===== src/rtl/req_grant_if.sv =====
// rtl/req_grant_if.sv - REQ/GNT handshake and status bundle for req_grant_ctrl
interface req_grant_if #(
    parameter int PEND_MAX = 4,
    parameter int CNT_W    = 32
);
    localparam int PW = $clog2(PEND_MAX + 1);

    logic             req;
    logic             cancel;
    logic             gnt;
    logic [CNT_W-1:0] req_num;
    logic [CNT_W-1:0] gnt_num;
    logic [PW-1:0]    pending;
    logic [CNT_W-1:0] drop_cnt;
    logic             ovf;
    logic             busy;

    modport master (
        output req, cancel,
        input  gnt, req_num, gnt_num, pending, drop_cnt, ovf, busy
    );

    modport slave (
        input  req, cancel,
        output gnt, req_num, gnt_num, pending, drop_cnt, ovf, busy
    );
endinterface


===== src/rtl/req_grant_ctrl.sv =====
// rtl/req_grant_ctrl.sv - grant-side responder: queues REQ rises, answers each with a delayed GNT pulse
module req_grant_ctrl #(
    parameter int GNT_DLY  = 3,
    parameter int PEND_MAX = 4,
    parameter int CNT_W    = 32
) (
    input  logic         clk,
    input  logic         reset,
    req_grant_if.slave   bus
);
    localparam int              PW      = $clog2(PEND_MAX + 1);
    localparam logic [PW-1:0]   PEND_LIM = PW'(PEND_MAX);
    localparam logic [3:0]      DLY_LIM  = 4'(GNT_DLY);

    typedef enum logic [1:0] {IDLE, WAIT, GRANT} state_t;

    state_t     state;
    logic [3:0] dly_cnt;
    logic       req_q;
    logic       rise;
    logic       retire;
    logic       accept;

    assign rise     = bus.req & ~req_q;
    assign retire   = (state == WAIT) && (dly_cnt == DLY_LIM);
    assign accept   = rise && ((bus.pending < PEND_LIM) || retire);
    assign bus.busy = (state != IDLE) || (bus.pending != '0);

    always_ff @(posedge clk) begin
        if (reset) begin
            state        <= IDLE;
            dly_cnt      <= '0;
            // Track req through reset so a level held across reset is not seen as a new rise.
            req_q        <= bus.req;
            bus.gnt      <= 1'b0;
            bus.ovf      <= 1'b0;
            bus.pending  <= '0;
            bus.req_num  <= '0;
            bus.gnt_num  <= '0;
            bus.drop_cnt <= '0;
        end else begin
            req_q <= bus.req;
            if (bus.cancel) begin
                state        <= IDLE;
                dly_cnt      <= '0;
                bus.gnt      <= 1'b0;
                bus.pending  <= '0;
                bus.drop_cnt <= bus.drop_cnt + CNT_W'(bus.pending) + CNT_W'(rise);
            end else begin
                case (state)
                    IDLE: begin
                        bus.gnt <= 1'b0;
                        if (bus.pending != '0) begin
                            state   <= WAIT;
                            dly_cnt <= 4'd1;
                        end
                    end
                    WAIT: begin
                        if (retire) begin
                            state       <= GRANT;
                            bus.gnt     <= 1'b1;
                            bus.gnt_num <= bus.gnt_num + 1'b1;
                        end else begin
                            dly_cnt <= dly_cnt + 4'd1;
                        end
                    end
                    GRANT: begin
                        state   <= IDLE;
                        bus.gnt <= 1'b0;
                    end
                    default: begin
                        state   <= IDLE;
                        bus.gnt <= 1'b0;
                    end
                endcase

                // A grant retiring on the accept edge frees the slot it needs.
                case ({accept, retire})
                    2'b10:   bus.pending <= bus.pending + 1'b1;
                    2'b01:   bus.pending <= bus.pending - 1'b1;
                    default: bus.pending <= bus.pending;
                endcase

                if (accept) begin
                    bus.req_num <= bus.req_num + 1'b1;
                end else if (rise) begin
                    bus.drop_cnt <= bus.drop_cnt + 1'b1;
                    bus.ovf      <= 1'b1;
                end
            end
        end
    end
endmodule


===== src/flat_wrapper.sv =====
// flat-port wrapper written by rule: the top's interface ports become plain ports
module req_grant_ctrl_flat 
#(
    parameter int GNT_DLY  = 3,
    parameter int PEND_MAX = 4,
    parameter int CNT_W    = 32
)
  (clk, reset, bus_req, bus_cancel, bus_gnt, bus_req_num, bus_gnt_num, bus_pending, bus_drop_cnt, bus_ovf, bus_busy);
  req_grant_if #(.PEND_MAX(PEND_MAX), .CNT_W(CNT_W)) bus_i ();
  input  logic clk;
  input  logic reset;
  input wire logic [$bits(bus_i.req)-1:0] bus_req;
  input wire logic [$bits(bus_i.cancel)-1:0] bus_cancel;
  output wire logic [$bits(bus_i.gnt)-1:0] bus_gnt;
  output wire logic [$bits(bus_i.req_num)-1:0] bus_req_num;
  output wire logic [$bits(bus_i.gnt_num)-1:0] bus_gnt_num;
  output wire logic [$bits(bus_i.pending)-1:0] bus_pending;
  output wire logic [$bits(bus_i.drop_cnt)-1:0] bus_drop_cnt;
  output wire logic [$bits(bus_i.ovf)-1:0] bus_ovf;
  output wire logic [$bits(bus_i.busy)-1:0] bus_busy;
  assign bus_i.req = bus_req;
  assign bus_i.cancel = bus_cancel;
  assign bus_gnt = bus_i.gnt;
  assign bus_req_num = bus_i.req_num;
  assign bus_gnt_num = bus_i.gnt_num;
  assign bus_pending = bus_i.pending;
  assign bus_drop_cnt = bus_i.drop_cnt;
  assign bus_ovf = bus_i.ovf;
  assign bus_busy = bus_i.busy;
  req_grant_ctrl #(.GNT_DLY(GNT_DLY), .PEND_MAX(PEND_MAX), .CNT_W(CNT_W)) u_core (.clk(clk), .reset(reset), .bus(bus_i));
endmodule

===== config.mk =====
export PLATFORM = sky130hd
export DESIGN_NAME = req_grant_ctrl_flat
export DESIGN_NICKNAME = d
export VERILOG_FILES = /design/src/rtl/req_grant_if.sv /design/src/rtl/req_grant_ctrl.sv /design/src/flat_wrapper.sv
export SDC_FILE = /design/constraint.sdc
export NUM_CORES = 1
export LEC_CHECK = 0
export CAP_MARGIN = 30
export CORE_ASPECT_RATIO = 1.1
export CORE_UTILIZATION = 45
export CTS_CLUSTER_DIAMETER = 50
export CTS_CLUSTER_SIZE = 8
export DETAILED_ROUTE_END_ITERATION = 16
export GPL_TIMING_DRIVEN = 0
export PLACE_DENSITY = 0.81
export SLEW_MARGIN = 10
export SYNTH_ARGS = -nofsm -noshare
export SYNTH_HDL_FRONTEND = slang
export SYNTH_SLANG_ARGS = --single-unit

===== constraint.sdc =====
create_clock -name clk -period 3.3 [get_ports clk]
set_clock_uncertainty 0.1 [all_clocks]
set_input_delay 0.33 -clock clk [delete_from_list [all_inputs] [get_ports clk]]
set_output_delay 0.33 -clock clk [all_outputs]
set_load 0.1 [all_outputs]

After elaboration in Yosys (flattened, before gate mapping)
Index checks and enable logic that the tools add are counted.

Register bits: 108. Memories: 0. Word-level logic and storage cells: 59. Memory bits (writable): 0. Bits of input ports: 4. Output and inout bits: 102. Memory bits (read-only): 0. Latch bits: 0.

Muxes and demuxes: 10. Multipliers: 0. Shift-type cells: 0. $add $sub $neg: 8. Bitwise operators: 5. Magnitude comparators: 1. Divide/modulo/power cells: 0. Reduce and logical (&&, ||, !) cells: 18. Equality and inequality tests: 8.

Operator list (number): $add 32x1->32 const B (3); $mux 32 (3); $add 32x1->32 (1); $add 32x3->32 (1); $reduce_and 3->1 (3); $mux 4 (2); $pmux 4 s2 (1); $reduce_bool 2->1 (4); $pmux 3 s2 (1); $reduce_and 2->1 (3); $add 4x1->4 const B (1); $eq 2x1->1 const B (2); $eq 4x2->1 const B (1); $mux 2 (2); $ne 2x1->1 const B (2); $ne 2x2->1 const B (2); $not 1->1 (4); $pmux 2 s2 (1); $add 3x1->3 const B (1); $lt 3x3->1 const B (1); $reduce_bool 3->1 (1); $reduce_or 3->1 (1); $sub 3x1->3 const B (1); $eq 2x2->1 const B (1); other kinds (5) (7).

Longest topological paths before layout
Depth after elaboration: 6. Depth in mapped cells: 13. Depth with buffers taken out: 10.

Worst setup path before layout
Ideal clock, no wire load.

Path type: register to register. Start: register u_core.bus.pending[2]. End: register u_core.bus.pending[2]. Data required time: 3129 ps. Clock period less this slack: 3036 ps. Setup time: 71 ps. Slack: 264 ps. Cell stages (with the launch flop): 11. Buffers on the path: 2. Data arrival time: 2865 ps. Cell sequence: dfxtp_1 o21ai_2 buf_2 buf_2 nand2_1 ha_1 inv_1 fa_1 xor2_1 or3_1 a21oi_1.

Word-level cells in the longest chain between the ends: 5. Elaborated cells on any way between the ends: 9. Classes of those cells: add/sub: 2; order compare: 1; eq/ne: 2; mux: 1; reduce/logical: 3.

Ends and longest elaborated chain: start: declaration (line req_grant_if.sv:25) `output gnt, req_num, gnt_num, pending, drop_cnt, ovf, busy`; start signal: assignment (line req_grant_ctrl.sv:79) `2'b10: bus.pending <= bus.pending + 1'b1;`; start signal: assignment (line req_grant_ctrl.sv:80) `2'b01: bus.pending <= bus.pending - 1'b1;`; start signal: assignment (line req_grant_ctrl.sv:81) `default: bus.pending <= bus.pending;`; $lt 3x3->1 (line req_grant_ctrl.sv:26) `assign accept = rise && ((bus.pending < PEND_LIM) || retire);`; $logic_or 1x1->1 (line req_grant_ctrl.sv:26); $logic_and 1x1->1 (line req_grant_ctrl.sv:26); $eq 2x1->1 / $eq 2x2->1 (equally long branches) (line req_grant_ctrl.sv:78) `case ({accept, retire})`; $pmux 3 s2 / $reduce_bool 2->1 (equally long branches).

Parallel ways exist; a longest one is shown, timed or not. A chain may end at the register's enable or synchronous reset.

Final worst setup path
Start: register u_core.dly_cnt[0]. End: register u_core.bus.pending[2].

Word-level cells in the longest chain between the ends: 6. Elaborated cells on any way between the ends: 8. Classes of those cells: eq/ne: 3; mux: 1; reduce/logical: 4.

Ends and longest elaborated chain: start: declaration (line req_grant_ctrl.sv:18) `logic [3:0] dly_cnt;`; start signal: assignment (line req_grant_ctrl.sv:64) `dly_cnt <= dly_cnt + 4'd1;`; $eq 4x2->1 * (line req_grant_ctrl.sv:25) `assign retire = (state == WAIT) && (dly_cnt == DLY_LIM);`; $logic_and 1x1->1 * (line req_grant_ctrl.sv:25); $logic_or 1x1->1 (line req_grant_ctrl.sv:26); $logic_and 1x1->1 (line req_grant_ctrl.sv:26); $eq 2x1->1 / $eq 2x2->1 (equally long branches) (line req_grant_ctrl.sv:78); $pmux 3 s2 / $reduce_bool 2->1 (equally long branches).

Every way passes the cells marked *; elsewhere a longest branch is shown, timed or not.

==> results by group <==
Timing
  • Final setup margin: 0.293 ns
  • Slew HR: 0.302
  • Fin crit share: 0.911
  • RSZ-0062 raised after global routing: no
  • Fmax: 333 MHz
  • Setup TNS: 0 ns
  • Final hold violations: 0
  • Final setup violation count: 0
  • Period minus WS final: about 3.0 ns
  • Measured slew at the worst slew-check pin: 1.04 ns
  • Slew Viols, Final: 0

Finish
  • # nets final: 758
  • Share of post-route cells with drive strength above 1: 0.0507
  • Post-route cell area: between 6000 and 7000 um^2
  • Non-filler instance count after layout: 896
  • Util after Layout: 0.608
  • Layout area overhead: 29.5%
  • N_diodes: 0

Worst setup path
  • Crit Reg-Reg Startpoint: u_core.dly_cnt[0]
  • WS Path Type: reg2reg
  • CP required: 3.48 ns
  • Crit-path most repeated cell: ha_1
  • RR Endpoint: u_core.bus.pending[2]
  • Max stage delay on crit path: 0.38 ns
  • WP data arrival: roughly 3.2 ns
  • Setup crit start kind: register
  • R2R depth: 12
  • Crit-path cells: ha_1, or3b_1, clkbuf_1, o21ai_4, clkbuf_4, nand2_1, ha_1, inv_1, fa_1, xor2_1, or3_1, a21oi_1
  • Worst reg2reg setup slack: between 0.2 and 0.3 ns
  • CP max stage cell: fa_1
  • Crit Path Max Fanout: 19
  • Setup crit end kind: register

Floorplan
  • # rows: 40
  • Initial Util: 0.469
  • DIE AREA: 12000 um^2
  • Die H: 115 um
  • Core area: 11100 um^2
  • Die Width: 105 um
  • # IOs: 106

Drt
  • DRC Markers: 0
  • Wire per inst: 14.8 um
  • DR vias: a little over 5000
  • Via-to-Cell Ratio: 5.74
  • Starting DRT DRC Count: between 200 and 300
  • Routed WL: 13300 um
  • First-pass detailed-route iteration total: 5
  • Antenna Nets Post-Route: 0

CTS
  • H-Tree Depth: 3
  • Clock root cell: clkbuf_16
  • Clock latency at the later pin of the worst-skew pair: 0.35 ns
  • Clock Sinks: 108
  • Cts bufs inserted: 9
  • Clk pin slew, worst setup/hold paths: ~0.07 ns
  • CTS max path bufs: 2
  • CTS tree: yes
  • Hold-fix buffers, CTS: 0

Placement
  • Placed Area: 6440 um^2
  • Post-Place Setup Slack: 0.0604 ns
  • Placed wire-length estimate: 9970 um
  • Placed cells: 880
  • Placer Congestion: 0.867
  • IO Port Bufs: roughly 100

Outcome
  • Run status: complete, no violations

Synth
  • Share of flip-flops with an asynchronous set or reset: 0
  • Post-Syn Area: roughly 5200 um^2
  • Yosys cell types: 50
  • Syn Area/Cell: slightly above 8 um^2
  • Synth Register Bits: 108
  • Post-synth top area share: 0.415
  • Synth Flop Type: dfxtp_1
  • Sequential fraction of the synthesis area: 0.415
  • Number of enable flip-flop cells after synthesis: 0
  • Cells after Synth: 629
  • Yosys warns: 0
  • Most frequent cells after synthesis: 108 x dfxtp_1, 61 x nor2_1, 59 x a21oi_1
  • Post-synth top area cell: dfxtp_1
  • Top cells by area, synth: dfxtp_1 41%, a21oi_1 5.7%, nand3_1 4.6%
  • Most instantiated library cell after synthesis: dfxtp_1
  • Post-Syn Nets: 643

Power
  • Pwr dens: 371 nW/um^2
  • P_int: approximately 0.0019 W
  • Clk pwr share: 0.435
  • Comb power frac: 0.040
  • Switch Pwr: 0.000564 W
  • Reg power frac: 0.525
  • Switching share of power: 0.225
  • Max VDD drop: 0.279 mV
  • Leak: 2.11 nW

GRT
  • Global-route wire length before repair: 22300 um
  • Initial antenna violation count: 0
  • Pin count of the biggest net entering global routing: 18
  • Vias in the first global route: 4760
  • GRT Residual Overflow: 0
  • Gr usage total: 0.227

Job
  • Max-cap violations: 0

Hold path
  • Hold Path Class: reg2reg
  • Hold Path End: u_core.dly_cnt[1]
  • Hold depth: 2
  • Worst hold start: u_core.dly_cnt[1]
## placed cells by master (no fill, tap or decap), types with 4 or more instances in the layout
master,instances
a21oi_1,59
and2_1,5
and3_1,14
and4_1,5
buf_2,4
clkbuf_1,19
clkbuf_16,9
clkdlybuf4s50_1,104
dfxtp_1,108
ha_1,7
inv_1,16
nand2_1,42
nand3_1,48
nand4_1,31
nor2_1,61
nor3_1,10
nor4_1,11
o21ai_0,42
o31ai_1,10
or3_1,38
or4_1,12
xnor2_1,19
xor2_1,27
## final cells by class
type | instances | area (um^2)
buffer | 29 | 126
clock buffer | 10 | 239
clock inverter | 6 | 63.8
fill | 971 | 4360
inverter | 16 | 60.1
multi-input combinational | 475 | 2870
sequential | 108 | 2160
tap | 147 | 184
timing repair buffer | 105 | 1050
## power by group through the flow
stage | Sequential (W) | Combinational [W] | Clock (W)
floorplan | 0.00137 | 0.0000471 | 0
global placement | 0.00135 | 0.0000981 | 0
detailed placement | 0.00135 | 0.0000996 | 0
CTS | 0.00132 | 0.0000998 | 0.00110
global route | 0.00132 | 0.000108 | 0.00117
finish | 0.00132 | 0.0000996 | 0.00109
## routing by layer
| metal | GRT usage | wire length, um | vias up |
|---|---|---|---|
| met5 | 0 | 0 | - |
| met4 | 0.106 | 344 | 0 |
| met3 | 0.0255 | 619 | 24 |
| met2 | 0.391 | 6510 | 182 |
| met1 | 0.287 | 5820 | 2420 |
| li1 | - | - | 2513 |
## worst max-delay path: cells and delay by family, from the launching register on
kind                     cells  cell delay [ns]
adder cells (fa/ha/maj)      3             0.81
buffers and inverters        3             0.64
AND/OR/NAND/NOR              3             0.58
flip-flops                   1             0.34
AO/OA/AOI/OAI                2             0.28
XOR/XNOR                     1             0.18
## timing repair
action / 4_1_cts / 5_1_grt
setup buffers: 0 / 1
resized for setup: 0 / 2
endpoints found under the setup margin: 0 / 2
## state kept, by name, summed over array words and instances, names as in the netlist
name	flops
u_core.bus.ovf	1
u_core.bus.gnt_num	32
u_core.dly_cnt	4
u_core.bus.req_num	32
u_core.state	2
u_core.req_q	1
u_core.bus.pending	3
u_core.bus.gnt	1
u_core.bus.drop_cnt	32
## worst max-delay path by stage
stage | from | to | slack, ns | cells past startpoint
floorplan | u_core.bus.pending[2] | u_core.bus.pending[2] | 0.26 | 10
global placement | bus_req | u_core.bus.drop_cnt[4] | 0.14 | 10
detailed placement | u_core.dly_cnt[0] | u_core.bus.pending[2] | 0.06 | 13
CTS | u_core.dly_cnt[0] | u_core.bus.pending[2] | 0.03 | 13
global route | u_core.dly_cnt[0] | u_core.bus.pending[2] | 0.09 | 12
finish | u_core.dly_cnt[0] | u_core.bus.pending[2] | 0.29 | 12
## logic make-up (layout without fill, tap and decap cells)
| group | after synthesis | in the layout | synth area share |
|---|---|---|---|
| AOI/OAI and AO/OA | 120 | 120 | 0.126 |
| xor gates and xnor gates | 46 | 46 | 0.0773 |
| adders and majority gates | 10 | 10 | 0.0283 |
| muxes | 4 | 4 | 0.00792 |
| and+or+nand+nor | 295 | 295 | 0.310 |
| DFF | 108 | 108 | 0.415 |
| buffers and inverters | 46 | 166 | 0.0362 |
## through the flow
stage	hold slack, ns	total power, W
after global placement	0.350	0.00144
after global routing	0.387	0.00259
after CTS	0.380	0.00252
after floorplan	0.258	0.00142
after detailed placement	0.366	0.00145
final	0.374	0.00250
(Power assumes the default switching activity.)
